`src/rtl/seg_scan_driver.sv`:
```
// Multiplexed seven-segment scanner. Glyph/dp/blink text is double-buffered and swapped
// only at frame boundaries; outputs are registered one cycle behind the scan state.
module seg_scan_driver #(
  parameter int DIGITS       = 8,
  parameter int SCAN_DIV     = 31250,
  parameter int BLANK_CYCLES = 0,
  parameter int BLINK_FRAMES = 64
) (
  input  logic                  clk,
  input  logic                  rst_n,
  input  logic                  enable,
  input  logic                  load,
  input  logic [5*DIGITS-1:0]   disp_data,
  input  logic [DIGITS-1:0]     dp_in,
  input  logic [DIGITS-1:0]     blink_mask,
  output logic [DIGITS-1:0]     bit_sel,
  output logic [7:0]            seg_out,
  output logic                  frame_done
);

  localparam int SW = $clog2(SCAN_DIV);
  localparam int DW = $clog2(DIGITS);
  localparam int BW = (BLINK_FRAMES > 1) ? $clog2(BLINK_FRAMES) : 1;

  logic [SW-1:0]       slot_cnt_reg;
  logic [DW-1:0]       digit_idx_reg;
  logic [BW-1:0]       blink_cnt_reg;
  logic                blink_on_reg;
  logic [5*DIGITS-1:0] pend_data_reg, act_data_reg;
  logic [DIGITS-1:0]   pend_dp_reg, pend_blink_reg, act_dp_reg, act_blink_reg;
  logic                pend_valid_reg;
  logic [DIGITS-1:0]   bit_sel_reg, bit_sel_next;
  logic [7:0]          seg_out_reg, seg_out_next;
  logic                frame_done_reg;

  logic slot_wrap, frame_wrap, in_blank, digit_lit;
  logic [4:0] glyph_arr [DIGITS];
  logic       dp_arr    [DIGITS];
  logic       blink_arr [DIGITS];

  function automatic logic [7:0] glyph_lut(input logic [4:0] code);
    case (code)
      5'd0:  return 8'hFC;  5'd1:  return 8'h60;  5'd2:  return 8'hDA;  5'd3:  return 8'hF2;
      5'd4:  return 8'h66;  5'd5:  return 8'hB6;  5'd6:  return 8'hBE;  5'd7:  return 8'hE0;
      5'd8:  return 8'hFE;  5'd9:  return 8'hF6;  5'd10: return 8'hEE;  5'd11: return 8'h3E;
      5'd12: return 8'h9C;  5'd13: return 8'h7A;  5'd14: return 8'h9E;  5'd15: return 8'h8E;
      5'd16: return 8'h6E;  5'd17: return 8'h20;  5'd18: return 8'h70;  5'd19: return 8'h1C;
      5'd20: return 8'h2A;  5'd21: return 8'h3A;  5'd22: return 8'hCE;  5'd23: return 8'hEC;
      5'd24: return 8'h0A;  5'd25: return 8'h1E;  5'd26: return 8'h38;  5'd27: return 8'h7C;
      5'd28: return 8'h76;  5'd29: return 8'hCA;  5'd30: return 8'hF6;
      default: return 8'h00;
    endcase
  endfunction

  // Digit 0 occupies the most-significant field of every packed vector.
  generate
    for (genvar gi = 0; gi < DIGITS; gi++) begin : g_unpack
      assign glyph_arr[gi] = act_data_reg[5*(DIGITS-gi)-1 -: 5];
      assign dp_arr[gi]    = act_dp_reg[DIGITS-1-gi];
      assign blink_arr[gi] = act_blink_reg[DIGITS-1-gi];
    end
    if (BLANK_CYCLES == 0) begin : g_no_blank
      assign in_blank = 1'b0;
    end else begin : g_blank
      assign in_blank = slot_cnt_reg < SW'(BLANK_CYCLES);
    end
  endgenerate

  assign slot_wrap  = slot_cnt_reg == SW'(SCAN_DIV-1);
  assign frame_wrap = slot_wrap && (digit_idx_reg == DW'(DIGITS-1));
  assign digit_lit  = enable && !in_blank && !(blink_arr[digit_idx_reg] && !blink_on_reg);

  always_comb begin
    bit_sel_next = '0;
    seg_out_next = '0;
    if (digit_lit) begin
      bit_sel_next = DIGITS'(1) << (DW'(DIGITS-1) - digit_idx_reg);
      seg_out_next = glyph_lut(glyph_arr[digit_idx_reg]) | {7'b0, dp_arr[digit_idx_reg]};
    end
  end

  always_ff @(posedge clk or negedge rst_n) begin
    if (!rst_n) begin
      slot_cnt_reg   <= '0;
      digit_idx_reg  <= '0;
      blink_cnt_reg  <= '0;
      blink_on_reg   <= 1'b1;
      pend_data_reg  <= '0;
      pend_dp_reg    <= '0;
      pend_blink_reg <= '0;
      pend_valid_reg <= 1'b0;
      act_data_reg   <= '1;
      act_dp_reg     <= '0;
      act_blink_reg  <= '0;
    end else begin
      slot_cnt_reg <= slot_wrap ? '0 : slot_cnt_reg + 1'b1;
      if (slot_wrap) digit_idx_reg <= frame_wrap ? '0 : digit_idx_reg + 1'b1;
      if (frame_wrap) begin
        if (blink_cnt_reg == BW'(BLINK_FRAMES-1)) begin
          blink_cnt_reg <= '0;
          blink_on_reg  <= ~blink_on_reg;
        end else begin
          blink_cnt_reg <= blink_cnt_reg + 1'b1;
        end
        if (pend_valid_reg) begin
          act_data_reg  <= pend_data_reg;
          act_dp_reg    <= pend_dp_reg;
          act_blink_reg <= pend_blink_reg;
        end
      end
      // A load on the boundary cycle is held over: the commit above uses the old pending value.
      if (load) begin
        pend_data_reg  <= disp_data;
        pend_dp_reg    <= dp_in;
        pend_blink_reg <= blink_mask;
        pend_valid_reg <= 1'b1;
      end else if (frame_wrap) begin
        pend_valid_reg <= 1'b0;
      end
    end
  end

  always_ff @(posedge clk or negedge rst_n) begin
    if (!rst_n) begin
      bit_sel_reg    <= '0;
      seg_out_reg    <= '0;
      frame_done_reg <= 1'b0;
    end else begin
      bit_sel_reg    <= bit_sel_next;
      seg_out_reg    <= seg_out_next;
      frame_done_reg <= frame_wrap;
    end
  end

  assign bit_sel    = bit_sel_reg;
  assign seg_out    = seg_out_reg;
  assign frame_done = frame_done_reg;

endmodule
```
`config.mk`:
```
export PLATFORM = sky130hd
export DESIGN_NAME = seg_scan_driver
export DESIGN_NICKNAME = d
export VERILOG_FILES = /design/src/rtl/seg_scan_driver.sv
export SDC_FILE = /design/constraint.sdc
export NUM_CORES = 1
export LEC_CHECK = 0
export ABC_AREA = 1
export BUFFER_PORTS_ARGS = -buffer_cell sky130_fd_sc_hd__buf_2
export CAP_MARGIN = 20
export CORE_ASPECT_RATIO = 1.4
export CORE_MARGIN = 2
export CORE_UTILIZATION = 30
export DETAILED_ROUTE_END_ITERATION = 7
export GPL_ROUTABILITY_DRIVEN = 0
export HOLD_SLACK_MARGIN = 0.06
export PLACE_DENSITY = 0.45
export SLEW_MARGIN = 25
export SYNTH_ARGS = -nofsm -noshare
export SYNTH_HDL_FRONTEND = slang
export SYNTH_SLANG_ARGS = --single-unit
```
`constraint.sdc`:
```
create_clock -name clk -period 2 [get_ports clk]
set_input_delay 0.4 -clock clk [delete_from_list [all_inputs] [get_ports clk]]
set_output_delay 0.4 -clock clk [all_outputs]
set_load 0.1 [all_outputs]
```
==> results of run 1 <==
## critical path, stage by stage, from the launching register on
cell and delay (ns):
dfrtp_2 0.47, buf_12 0.16, nand2_1 0.11, nand3_2 0.10, nand3_2 0.09, o21ai_2 0.06
buf_4 0.14, ha_4 0.28, nand3_4 0.09, a21oi_1 0.14, nand2_1 0.06, nand2_1 0.05
nor2_1 0.04
## metal layers
layer	up-vias	share of wire	track usage
met4	0	0.018	0.0553
li1	3062	-	-
met3	21	0.027	0.0259
met5	-	0	0
met2	109	0.50	0.241
met1	2799	0.45	0.179
## what timing repair did
item | 4_1_cts | 5_1_grt
gates resized for setup | 0 | 50
endpoints found under the hold margin | 41 | 0
buffers inserted | 0 | 10
endpoints found under the setup margin | 0 | 17
hold buffers | 1 | 0
## cells in the final DEF (no fill, tap or decap), types with 11 or more instances in the layout
cell and instances:
dfrtp_1 113, a21oi_1 21, o21ai_0 40, buf_4 45
dfstp_2 41, nand3_1 46, buf_2 75, nor2_1 32
ha_1 11, nand2_2 38, o21ai_2 35, clkbuf_16 19
nor3_1 12, inv_1 77, nand2_1 340
## report_power, final
| part | total [mW] | leakage [nW] | switching, mW | internal (mW) |
|---|---|---|---|---|
| Clock | 3.23 | 0.287 | 1.32 | 1.91 |
| Combinational | 0.349 | 2.57 | 0.234 | 0.116 |
| Sequential | 3.32 | 1.88 | 0.0716 | 3.25 |
| Total | 6.90 | 4.73 | 1.62 | 5.27 |
## logic make-up (layout without fill, tap and decap cells)
| kind of cell | after synthesis | count (layout) |
|---|---|---|
| AND/OR/NAND/NOR | 497 | 497 |
| flip-flops | 155 | 155 |
| buffers and inverters | 124 | 249 |
| AO/OA/AOI/OAI | 104 | 104 |
| adder cells (fa/ha/maj) | 18 | 18 |
| XOR/XNOR | 10 | 10 |
## layout make-up
class / instances / area [sq um] / share of cell area
clock buffers: 19 / 453 / 0.0480
clock inverters: 13 / 141 / 0.0150
inverters: 83 / 320 / 0.0339
multi-input cells: 629 / 3240 / 0.343
flip-flops and latches: 155 / 3930 / 0.417
well taps: 315 / 394 / 0.0418
repair buffers: 134 / 958 / 0.102
## worst min-delay path by stage
stage                   endpoint  depth (start not counted)
6_report       pend_blink_reg[6]                          3
5_1_grt        pend_data_reg[36]                          3
4_1_cts        pend_data_reg[38]                          3
3_5_place_dp     slot_cnt_reg[8]                          1
3_3_place_gp     slot_cnt_reg[8]                          1
2_1_floorplan   act_blink_reg[0]                          0
==> key figures, run 1 <==
Worst setup path
  • WP data arrival: about 2.3 ns
  • CP Launch Type: flop
  • R2R Path End: seg_out[6]
  • WP data required: 2.31 ns
  • Peak fanout along the critical path: 7
  • CP Capture Type: flop
  • Reg2reg path depth: 12
  • Setup CP Type: flop to flop
  • Critical Path Start: digit_idx_reg[0]
  • R2R Setup Slk: approximately 0.065 ns
  • Critical register-to-register path startpoint: digit_idx_reg[0]
  • Crit path to: seg_out[6]

Floorplanning
  • Die Span X: 138 um
  • Row Count: a little under 70
  • Core ar.: ~0.025 sq mm
  • I/O pins: 77
  • Die ar.: 0.0265 sq mm
  • Starting Density: 0.305
  • Die height: between 150 and 200 um

Logic synthesis
  • Synth Area in Adders: 0.0298
  • Number of synthesized register bits: 155
  • Mux cell area share after synthesis: 0
  • Syn avg cell area: ~8.3 sq um
  • EDFF count, synth: 0
  • Most common cell in the netlist: nand2_1
  • Largest family of logic cells by synthesized area: simple AND/OR/NAND/NOR gates
  • Synth area leaders: dfrtp_1 38%, nand2_1 17%, dfstp_2 14%
  • Post-synth top cells: 349 x nand2_1, 114 x dfrtp_1, 78 x inv_1
  • Post-Synth XOR/XNOR Area: 0.0116
  • Synth cell types: 34
  • Main synth FF type: dfrtp_1
  • Post-synthesis compound-gate area fraction: 0.0862
  • Synth top area share: 0.377
  • Simple-gate share of the synthesized area: 0.276
  • Netlist Area Pre-Place: 0.00756 sq mm
  • Syn Nets: 986
  • Mapped Cells: 908
  • Cell taking the most area after synthesis: dfrtp_1
  • Sequential-to-total area share from yosys stat: 0.520
  • Ys Warns: 0
  • Post-synth ARST share: 1.00

Detailed routing
  • Drt pass-1 iters: 5
  • Post-route DRC: 0
  • Final wirelength: approximately 18 mm
  • Post-DRT Antenna Nets: 0
  • Per-cell routed wire length: 13.6 um
  • Drt initial violations: approximately 390
  • Drt via density: around 4.4
  • Via count: ~6.0k

STA
  • Final Hold Viols: 0
  • Crit share post-route: 0.967
  • Final WS setup: about 0.065 ns
  • Worst slew margin: 0.659
  • Slew Viols, Final: 0
  • Hold Slack: ~0.16 ns
  • RSZ-0062 raised after global routing: true
  • Minimum clock period: a little under 2 ns
  • Setup violations, final: 0
  • Layout Skew: ~0.025 ns
  • Final TNS setup: 0 ns
  • Least-Margin Pin Slew: 0.511 ns
  • Fmax: 517 MHz

Hold path
  • Hold wc startpoint: blink_mask[6]
  • Worst Hold Class: primary input to flop

Layout
  • N_diodes: 0
  • Fill cells: around 2.6k
  • Utilization after layout: 0.381
  • Share of cells above drive strength 1: 0.304
  • Nets: between 1k and 1.5k
  • Finished Cell Area: about 0.0094 sq mm
  • Area Overhead vs Synth: 24.8%
  • Layout Cells excl Fill: between 1k and 1.5k

Clock network
  • Clk_lat worst skew: between 0.4 and 0.5 ns
  • CTS tree: yes
  • CTS H-Tree Depth: 4
  • Clock transition at the registers of the reported paths: approximately 0.060 ns
  • Max Root-Sink Buffers: 2
  • CTS sink count: 155
  • CTS Root Cell: clkbuf_16
  • CTS Buf Count: 17

GRT
  • Largest net degree at the start of global routing: between 50 and 60
  • Initial antenna violation count: 0
  • Total track usage: 0.141
  • First-pass GRT wire length: 30.1 mm
  • Vias in the first global route: 5994
  • GR Overflow Total: 0

Status
  • Status: complete, no violations

Placement
  • HPWL after DPL: between 10 and 15 mm
  • Post-DP Area: between 0.008 and 0.009 sq mm
  • Placed Cells incl. Taps: around 1.3k
  • I/O Buffers: 76
  • Setup WS pre-CTS: 0.0174 ns

Pwr
  • Total power: around 7 mW
  • Pwr dens: around 730 mW/mm^2
  • Worst IR Drop VDD: around 0.55 mV
  • Pleak: between 4 and 5 nW

Run
  • Max-cap violations: 0
(Power assumes the default switching activity.)
==> run 2: changes to the inputs <==
- PLACE_DENSITY: 0.45 -> 0.43
- clock period: 2 -> 2.1 ns (I/O delays scaled with it)
==> run 2 against run 1 <==
- worst setup slack improved by 0.11 ns
- critical path depth rose by 1
- combinational power fell by 5.7%
- cell count fell by 1.2%
- critical path type unchanged
- routed wire length fell by 2.5%
- first-iteration DRC count fell by 39%
==> key figures, run 2 (synthesized netlist as in run 1, its figures left out) <==
Layout
  • Nets: between 1k and 1.5k
  • Utilization after layout: 0.372
  • Most common cell after layout, fill and taps aside: nand2_1
  • Area Overhead vs Synth: 21.7%
  • Fill cells: roughly 2.6k
  • N_diodes: 0
  • Share of cells above drive strength 1: 0.273
  • Most frequent cells in the layout: 345 x nand2_1, 113 x dfrtp_1, 78 x inv_1

Floorplanning
  • Core ar.: about 0.025 sq mm
  • Starting Density: 0.305
  • Row Count: 68
  • I/O pins: between 70 and 80
  • Die Span X: about 140 um
  • Die height: about 190 um
  • Die ar.: approximately 0.027 sq mm

Worst setup path
  • CP Capture Type: flop
  • Setup CP Type: flop to flop
  • Critical register-to-register path startpoint: digit_idx_reg[0]
  • Critical Path Start: digit_idx_reg[0]
  • Peak fanout along the critical path: 17
  • WP data required: around 2.4 ns
  • WP data arrival: ~2.3 ns
  • CP Launch Type: flop

STA
  • Crit share post-route: 0.919
  • Final Hold Viols: 0
  • Setup violations, final: 0
  • Fmax: between 500 and 600 MHz
  • Layout Skew: ~0.010 ns
  • Final TNS setup: 0 ns
  • Minimum clock period: around 1.9 ns
  • Worst slew margin: 0.664
  • Final WS setup: 0.171 ns
  • Slew Viols, Final: 0
  • Least-Margin Pin Slew: 0.508 ns

Detailed routing
  • Drt pass-1 iters: 4
  • Per-cell routed wire length: approximately 13 um
  • Post-DRT Antenna Nets: 0
  • Final wirelength: between 15 and 20 mm
  • Post-route DRC: 0
  • Via count: slightly below 6k
  • Drt initial violations: roughly 240
  • Drt via density: 4.43

Pwr
  • Combinational share of power: 0.048
  • Clock power frac: 0.486
  • Sw Ratio: 0.231
  • Worst IR Drop VDD: between 0.5 and 0.6 mV
  • Cell-internal power: between 5 and 6 mW
  • Part of the power in registers: 0.466
  • Pleak: 4.65 nW
  • Pwr dens: 738 mW/mm^2
  • Total power: a little under 7 mW
  • P_sw: 1.57 mW

Run
  • Max-cap violations: 0

Placement
  • I/O Buffers: 76
  • Setup WS pre-CTS: between 0.07 and 0.08 ns
  • HPWL after DPL: between 10 and 15 mm

Hold path
  • Worst Hold Class: primary input to flop
  • Hold wc startpoint: blink_mask[6]

Clock network
  • CTS Root Cell: clkbuf_16
  • CTS H-Tree Depth: 4
  • Max Root-Sink Buffers: 2
  • Clock transition at the registers of the reported paths: 0.07 ns
  • CTS tree: yes
  • CTS sink count: roughly 160
  • Clk_lat worst skew: 0.43 ns
  • CTS Buf Count: 17

GRT
  • Vias in the first global route: just under 6k
  • GR Overflow Total: 0
  • Total track usage: 0.142
  • Initial antenna violation count: 0
  • First-pass GRT wire length: between 30 and 40 mm
  • Largest net degree at the start of global routing: 59

Status
  • Status: complete, no violations
==> run 2: routing by layer <==
layer	global-route usage	vias up	share of wire
met2	0.238	86	0.49
li1	-	3032	-
met3	0.0299	26	0.027
met5	0	-	0
met4	0.0475	0	0.016
met1	0.184	2754	0.47
==> run 2: what timing repair did <==
item,in CTS,in global routing
buffers inserted,0,2
gates resized for setup,0,21
hold buffers,1,0
hold endpoints to repair,12,0
endpoints found under the setup margin,0,12
==> run 2: layout make-up <==
type | count | area, sq um | share of cell area
multi-input cells | 629 | 3140 | 0.341
inverters | 83 | 315 | 0.0343
clock inverters | 14 | 194 | 0.0211
flip-flops and latches | 155 | 3930 | 0.427
clock buffers | 18 | 439 | 0.0477
well taps | 315 | 394 | 0.0428
repair buffers | 118 | 791 | 0.0860
==> run 2: metrics by stage <==
stage	instances	hold WS, ns	instance area [sq um]
finish	1332	0.183	9200
CTS	1330	0.166	9090
detailed placement	1297	0.306	8450
global route	1332	0.176	9200
floorplan	908	0.124	7570
global placement	1297	0.309	8450
==> run 2: critical path, stage by stage, from the launching register on <==
cell and delay, ns:
dfrtp_2 0.45, buf_6 0.17, nand2_1 0.07, nand3_1 0.10
nand2_2 0.12, nand2_1 0.09, nand2_4 0.14, buf_4 0.13
ha_1 0.13, inv_1 0.03, nand2_1 0.06, nand3_1 0.10
a21oi_1 0.17, nor2_1 0.05
==> run 2: worst paths after layout <==
kind	cells after the start	slack, ns	endpoint
setup / recovery	13	0.17	seg_out[6]
hold / removal	3	0.18	pend_blink_reg[6]
setup reg to reg	13	0.17	seg_out[6]
hold reg to reg	2	0.47	pend_dp_reg[4]
max in group asynchronous	3	1.02	act_data_reg[32]
min in group asynchronous	2	0.42	slot_cnt_reg[7]
==> run 2: power groups by stage <==
| stage | clock network, mW | registers, mW | logic (mW) |
|---|---|---|---|
| finish | 3.30 | 3.16 | 0.329 |
| global route | 3.52 | 3.17 | 0.378 |
| CTS | 3.40 | 3.16 | 0.343 |
| floorplan | 0 | 3.25 | 0.117 |
| detailed placement | 0 | 3.22 | 0.341 |
| global placement | 0 | 3.22 | 0.337 |
==> run 3: changes to the inputs <==
- CELL_PAD_IN_SITES_DETAIL_PLACEMENT: not set -> 1
- CELL_PAD_IN_SITES_GLOBAL_PLACEMENT: not set -> 2
- CORE_UTILIZATION: 30 -> 36
- PLACE_DENSITY: 0.43 -> 0.77
==> run 3 against run 2 <==
- core utilization is 6.6 points higher
- maximum frequency is 2.3% lower
- first-iteration DRC count is 0.42% lower
- cell count is 4.8% lower
- count of clock-buffer cells in the layout is 1 lower
- total power is 4.9% lower
- die area is 16% lower
- cell area is 2.3% lower
- largest cell class unchanged
==> key figures, run 3 (synthesized netlist as in run 1, its figures left out) <==
STA
  • Minimum clock period: ~2.0 ns
  • Crit share post-route: 0.940
  • Slew Viols, Final: 0
  • Layout Skew: 0.00973 ns
  • Final Hold Viols: 0
  • Worst slew margin: 0.573
  • Hold Slack: between 0.006 and 0.007 ns
  • Final TNS setup: 0 ns
  • Fmax: just over 500 MHz
  • Setup violations, final: 0
  • Least-Margin Pin Slew: 0.640 ns

Clock network
  • Hold buffer count at cts: 0
  • CTS sink count: roughly 160
  • CTS Buf Count: 17
  • CTS tree: yes
  • Clock transition at the registers of the reported paths: 0.07 ns
  • Clk_lat worst skew: 0.43 ns
  • CTS Root Cell: clkbuf_16
  • CTS H-Tree Depth: 4
  • Max Root-Sink Buffers: 2

Floorplanning
  • Die height: 175 um
  • Row Count: 62
  • Core ar.: between 0.02 and 0.025 sq mm
  • Die Span X: approximately 130 um
  • I/O pins: 77
  • Die ar.: between 0.02 and 0.025 sq mm
  • Starting Density: 0.368

Detailed routing
  • Per-cell routed wire length: 14.7 um
  • Post-DRT Antenna Nets: 0
  • Drt pass-1 iters: 4
  • Via count: around 6.0k
  • Drt initial violations: 237
  • Final wirelength: around 19 mm
  • Drt via density: 4.69
  • Post-route DRC: 0

Placement
  • HPWL after DPL: roughly 13 mm
  • Placed Cells incl. Taps: 1230
  • I/O Buffers: between 70 and 80

Worst setup path
  • Peak fanout along the critical path: 19
  • Crit path cell chain: buf_12 -> nand2_1 -> nand3_1 -> nand3_1 -> nand2_2 -> ha_4 -> nand3_2 -> a21oi_2 -> nand2_1 -> nand2_1 -> nor2_1
  • Slowest stage cell, crit path: dfrtp_2
  • Worst path max stage delay: ~0.45 ns
  • CP Capture Type: flop
  • R2R Setup Slk: between 0.1 and 0.15 ns
  • CP Launch Type: flop
  • Worst path buffer plus inverter count: 1
  • WP data required: 2.42 ns
  • Reg2reg path depth: 11
  • Critical register-to-register path startpoint: digit_idx_reg[0]
  • CP top delay family: simple AND/OR/NAND/NOR gates
  • Most frequent CP cell: nand2_1
  • Setup CP Type: flop to flop
  • R2R Path End: seg_out[6]
  • WP data arrival: around 2.3 ns

Pwr
  • Pleak: between 4 and 5 nW
  • Combinational share of power: 0.049
  • Clock power frac: 0.461
  • Worst IR Drop VDD: about 0.56 mV
  • Pwr dens: 719 mW/mm^2
  • Part of the power in registers: 0.490
  • Cell-internal power: about 4.8 mW
  • Sw Ratio: 0.250
  • P_sw: ~1.6 mW

GRT
  • Initial antenna violation count: 0
  • Total track usage: 0.177
  • GR Overflow Total: 0
  • Largest net degree at the start of global routing: between 100 and 150
  • First-pass GRT wire length: between 30 and 40 mm
  • Vias in the first global route: 6368

Status
  • Status: complete, no violations

Layout
  • Area Overhead vs Synth: 18.8%
  • Most common cell after layout, fill and taps aside: nand2_1
  • N_diodes: 0
  • Most frequent cells in the layout: 346 x nand2_1, 113 x dfrtp_1, 78 x inv_1
  • Nets: around 1.1k
  • Share of cells above drive strength 1: 0.269
  • Layout Cells excl Fill: approximately 1.3k

Run
  • Max-cap violations: 0

Hold path
  • Worst Hold Class: primary input to asynchronous set/reset pin
## run 3: cell count changes in the layout (fill, tap and decap cells not counted), sizes merged
cell,before,now
buf,117,111
inv,83,88
bufinv,4,1
clkinv,8,6
clkbuf,18,19
clkinvlp,2,3
dlygate4sd3,1,0
## run 3: power groups by stage
stage               registers (mW)  clock network, mW  logic, mW
global route                  3.17               3.21      0.372
detailed placement            3.22                  0      0.332
floorplan                     3.25                  0      0.117
CTS                           3.16               3.08      0.332
finish                        3.16               2.98      0.317
global placement              3.21                  0      0.326
## run 3: layer usage
| layer | GRT usage | part of all wire | vias up |
|---|---|---|---|
| met4 | 0.0595 | 0.017 | 0 |
| met5 | 0 | 0 | - |
| met3 | 0.0289 | 0.022 | 20 |
| met2 | 0.309 | 0.52 | 73 |
| met1 | 0.223 | 0.44 | 2844 |
| li1 | - | - | 3013 |
## run 3: worst max path at each step
stage	end	start	cells after the start	slack, ns
after global placement	seg_out[4]	digit_idx_reg[0]	12	0.04
after detailed placement	seg_out[6]	digit_idx_reg[0]	11	0.0009
final	seg_out[6]	digit_idx_reg[0]	11	0.13
after CTS	seg_out[6]	digit_idx_reg[0]	11	-0.02
after global routing	seg_out[4]	digit_idx_reg[0]	12	-0.01
after floorplan	seg_out[6]	digit_idx_reg[0]	14	0.06
## run 3: layout make-up
cell class              instances  area (sq um)
inverters                      83           318
multi-input cells             629          3100
well taps                     256           320
repair buffers                113           753
flip-flops and latches        155          3930
fillers                      2489         11600
clock buffers                  17           425
clock inverters                15           139
## run 3: metrics by stage
stage | cell area, sq um | util | power, mW | setup slack, ns
global placement | 8290 | 0.403 | 3.54 | 0.0421
detailed placement | 8290 | 0.403 | 3.55 | 0.000933
global route | 8990 | 0.437 | 6.75 | -0.0110
CTS | 8850 | 0.431 | 6.57 | -0.0188
finish | 8990 | 0.437 | 6.46 | 0.127
floorplan | 7570 | - | 3.36 | 0.0632
## run 3: what timing repair did
item | 4_1_cts | 5_1_grt
setup buffers | 0 | 4
resized for setup | 0 | 15
setup endpoints to repair | 3 | 25
pin swaps | 0 | 2
gates cloned | 0 | 2
